`config.mk`:
```
export PLATFORM = sky130hd
export DESIGN_NAME = timer_arbiter
export DESIGN_NICKNAME = d
export VERILOG_FILES = /design/src/rtl/timer_arbiter.sv
export SDC_FILE = /design/constraint.sdc
export NUM_CORES = 1
export LEC_CHECK = 0
export BUFFER_PORTS_ARGS = -buffer_cell sky130_fd_sc_hd__buf_2
export CAP_MARGIN = 20
export CELL_PAD_IN_SITES_DETAIL_PLACEMENT = 1
export CELL_PAD_IN_SITES_GLOBAL_PLACEMENT = 1
export CORE_MARGIN = 4
export CORE_UTILIZATION = 41
export DETAILED_ROUTE_END_ITERATION = 16
export GPL_TIMING_DRIVEN = 0
export MAX_ROUTING_LAYER = met4
export PLACE_DENSITY_LB_ADDON = 0.1
export SLEW_MARGIN = 20
export SYNTH_ARGS = -nofsm -noshare
export SYNTH_HDL_FRONTEND = slang
export SYNTH_SLANG_ARGS = --single-unit
```
`constraint.sdc`:
```
create_clock -name clk -period 5.4 [get_ports clk]
set_input_delay 1.08 -clock clk [delete_from_list [all_inputs] [get_ports clk]]
set_output_delay 1.08 -clock clk [all_outputs]
set_load 0.01 [all_outputs]
```
`src/rtl/timer_arbiter.sv`:
```
// timer_arbiter: round-robin arbiter granting one requester at a time a timed interval on a shared counter
// Ports: clk, reset_n (async active-low); tick_en count qualifier; req[NUM_REQ] level requests;
//        final_value[NUM_REQ*CNT_WIDTH] per-requester terminal counts; gnt/done one-hot grant and
//        completion pulse; busy high outside IDLE; count shared counter value.
module timer_arbiter #(
    parameter int NUM_REQ   = 4,
    parameter int CNT_WIDTH = 8
) (
    input  logic                           clk,
    input  logic                           reset_n,
    input  logic                           tick_en,
    input  logic [NUM_REQ-1:0]             req,
    input  logic [NUM_REQ*CNT_WIDTH-1:0]   final_value,
    output logic [NUM_REQ-1:0]             gnt,
    output logic [NUM_REQ-1:0]             done,
    output logic                           busy,
    output logic [CNT_WIDTH-1:0]           count
);
    localparam int IW = $clog2(NUM_REQ);
    typedef enum logic [1:0] {IDLE, RUN, DONE} state_t;
    state_t               state_q;
    logic [NUM_REQ-1:0]   gnt_q, done_q;
    logic                 busy_q;
    logic [CNT_WIDTH-1:0] count_q, term_q;
    logic [IW-1:0]        last_q, idx_q, win_d;
    // Descending scan so the requester nearest after last_q overwrites farther ones.
    always_comb begin
        win_d = last_q;
        for (int k = NUM_REQ; k >= 1; k--)
            if (req[(int'(last_q) + k) % NUM_REQ]) win_d = IW'((int'(last_q) + k) % NUM_REQ);
    end
    always_ff @(posedge clk or negedge reset_n) begin
        if (!reset_n) begin
            state_q <= IDLE;
            gnt_q   <= '0;
            done_q  <= '0;
            busy_q  <= 1'b0;
            count_q <= '0;
            term_q  <= '0;
            idx_q   <= '0;
            last_q  <= IW'(NUM_REQ - 1);
        end else begin
            case (state_q)
                IDLE: if (|req) begin
                    state_q <= RUN;
                    gnt_q   <= {{(NUM_REQ-1){1'b0}}, 1'b1} << win_d;
                    term_q  <= final_value[win_d*CNT_WIDTH +: CNT_WIDTH];
                    count_q <= '0;
                    idx_q   <= win_d;
                    busy_q  <= 1'b1;
                end
                // A dropped request aborts ahead of any tick completing in the same cycle.
                RUN: if (!req[idx_q]) begin
                    state_q <= IDLE;
                    gnt_q   <= '0;
                    busy_q  <= 1'b0;
                    last_q  <= idx_q;
                end else if (tick_en) begin
                    if (count_q == term_q) begin
                        state_q <= DONE;
                        done_q  <= gnt_q;
                    end else begin
                        count_q <= count_q + 1'b1;
                    end
                end
                default: begin
                    state_q <= IDLE;
                    gnt_q   <= '0;
                    done_q  <= '0;
                    busy_q  <= 1'b0;
                    last_q  <= idx_q;
                end
            endcase
        end
    end
    assign gnt   = gnt_q;
    assign done  = done_q;
    assign busy  = busy_q;
    assign count = count_q;
endmodule

```
==> run summary <==
Outcome = finished, final reports clean
Floorplan die width = 74.4 µm
Initial DRC Count = 41
Final WS setup = 2.91 ns
Slew HR = 0.470
Area fraction of the dominant cell type after synthesis = 0.402
Synth warn = 0
WP data arrival = 2.68 ns
Global-route wire length before repair = 8720 µm
Initial Util = 0.439
Crit end category = register
P_leak = 1.15 nW
Largest area contributor in the netlist = dfrtp_1
Largest net degree at the start of global routing = 32
H-tree depth = 2
Least-Margin Pin Slew = 0.794 ns
Initial antenna violation count = 0
Worst Clk Skew = 0.00372 ns
Post-CTS Resized = 0
Total grt overflow = 0
CTS tree = yes
Hold_buf cts = 0
Worst-path maximum fanout = 10
Worst VDD drop = 0.236 mV
Worst-Skew Late Latency = 0.29 ns
RSZ-0062 raised after global routing = no
First-pass iteration count of the detailed router = 4
Critical Path RT = 5.60 ns
Synthesized Nets = 215
Vias in the first global route = 1807
Worst hold slack = 0.519 ns
Antenna cell count = 0
RePlAce Congestion = 0.825
Seq/Total Area, Yosys = 0.431
Via density = 5.66
I/O pins = 56
Tot Pwr = 1.09 mW
Final Util = 0.549
Synth area leaders = dfrtp_1 (40%), mux2i_1 (8.9%), xor2_1 (3.9%)
Crit Path Class = input pin to register
Die ar. = 0.00553 mm²
HP Class = register to register
Final setup fails = 0
Number of flops mapped to enable cells by yosys = 0
Final Hold Vio Count = 0
FF+latch count, synth = 31
Setup WS pre-CTS = 2.64 ns
Final nets = 277
Wirelength per Cell = 17.6 µm
Final Cycle Share = 0.460
Minimum clock period = 2.49 ns
Syn Std Cell Area = 0.00181 mm²
Max frequency = 402 MHz
Core ar. = 0.00412 mm²
Max_cap viols = 0
Yosys cell types = 44
Post-CTS setup repair buffer count = 0
Aggregate global-route resource usage = 0.213
Vert. Die Dim = 74.4 µm
Clock-pin slew on the worst setup and hold paths = 0.06 ns
TritonCTS buffer count = 5
Longest Clk Path Bufs = 2
Asr flop ratio synth = 1.00
IO Port Bufs = 55
Vias = 1631
Routed Antenna Nets = 0
CTS Root Cell = clkbuf_8
Rows = 23
Mapped Avg Cell Area = 10.3 µm²
Fin Setup TNS = 0 ns
Synth Flop Type = dfrtp_1
DRC viols = 0
Startpoint types = input pin
Slew Viols, Final = 0
Routed wire length = 5070 µm
Pwr dens = 482 mW/mm²
HPWL Detailed = 3920 µm
Gate Count Post-Synth = 175
Area Overhead vs Synth = 25.2%
Fraction of layout cells with a size suffix above 1 = 0.336
Clk sinks = 31
==> state kept, by name, summed over array words and instances, names as in the netlist <==
signal	count
last_q	2
gnt	4
term_q	8
count	8
state_q	2
busy	1
idx_q	2
done	4
==> synthesized netlist by cell type, drive strengths merged (2+ instances only) <==
master  count
a211oi      8
a21oi       4
a221oi      7
a22o        3
and2       11
and3        3
and4        2
buf         2
clkbuf      5
dfrtp      29
dfstp       2
inv         3
mux2        3
mux2i      16
nand2      14
nand2b      2
nand4       2
nor2       17
nor2b       5
nor4        4
o21ai       6
o21bai      2
o31a        2
or3         2
xor2        8
==> worst max-delay path, cell delays in order <==
cell and delay, ns:
buf_2 0.13, nor4_1 0.51, or3_1 0.20, clkbuf_1 0.40, a2111oi_0 0.14, a211oi_1 0.23
==> layout make-up <==
class	instances	area, µm²
Fill cell	497	1850
Multi-Input combinational cell	134	978
Sequential cell	31	778
Timing Repair Buffer	55	275
Clock buffer	6	82.6
Tap cell	50	62.6
Buffer	7	37.5
Clock inverter	2	35.0
Inverter	3	11.3
==> kinds of logic (layout without fill, tap and decap cells) <==
| logic type | after synthesis | count (layout) | share of synthesized area |
|---|---|---|---|
| xor gates and xnor gates | 8 | 8 | 0.0388 |
| DFF | 31 | 31 | 0.431 |
| adders and majority gates | 1 | 1 | 0.00693 |
| muxes | 20 | 20 | 0.120 |
| and+or+nand+nor | 67 | 67 | 0.216 |
| AOI/OAI and AO/OA | 38 | 38 | 0.160 |
| buffers and inverters | 10 | 73 | 0.0270 |
==> metrics by stage <==
stage          cell area [µm²]  cells
4_1_cts                   2260    288
5_1_grt                   2260    288
3_5_place_dp              2140    280
2_1_floorplan             1810    175
3_3_place_gp              2140    280
6_report                  2260    288
==> power breakdown <==
group | internal, mW | switching [mW] | leakage [nW] | total, mW
logic | 0.194 | 0.265 | 0.704 | 0.459
registers | 0.313 | 0.0787 | 0.389 | 0.391
clock network | 0.149 | 0.0898 | 0.0612 | 0.239
==> final timing paths <==
| kind | endpoint | slack, ns | start | cells past startpoint |
|---|---|---|---|---|
| max in group asynchronous | gnt[0] | 4.10 | reset_n | 1 |
| max reg2reg | term_q[3] | 3.29 | state_q[1] | 5 |
| min | gnt[0] | 0.52 | gnt[0] | 2 |
| max | term_q[1] | 2.91 | req[1] | 6 |
| min in group asynchronous | count[7] | 0.83 | reset_n | 1 |
| min reg2reg | gnt[0] | 0.52 | gnt[0] | 2 |
==> per-layer routing <==
metal / track usage / share of wire
met1: 0.261 / 0.44
met2: 0.352 / 0.49
met5: - / 0
met4: 0.0613 / 0.014
met3: 0.0459 / 0.056
==> placed cells by master, fill, tap and decap left out, types with 2 or more instances in the layout <==
cell type	netlist	layout
mux2i_1	16	16
clkbuf_1	5	5
a221oi_1	7	7
nor2b_1	5	5
mux2_2	3	3
and2_1	11	11
and3_1	2	2
dfrtp_1	29	29
inv_1	3	3
nand2b_1	2	2
and4_1	2	2
nor2_1	17	17
or3_1	2	2
a22o_1	3	3
a21oi_1	3	3
nand2_1	14	14
o21ai_0	5	5
nor4_1	2	2
buf_2	0	55
o21bai_1	2	2
nor4_2	2	2
clkbuf_8	0	6
o31a_1	2	2
a211oi_1	8	8
dfstp_2	2	2
xor2_1	8	8
Note: power is estimated with default switching activity, not from simulation.
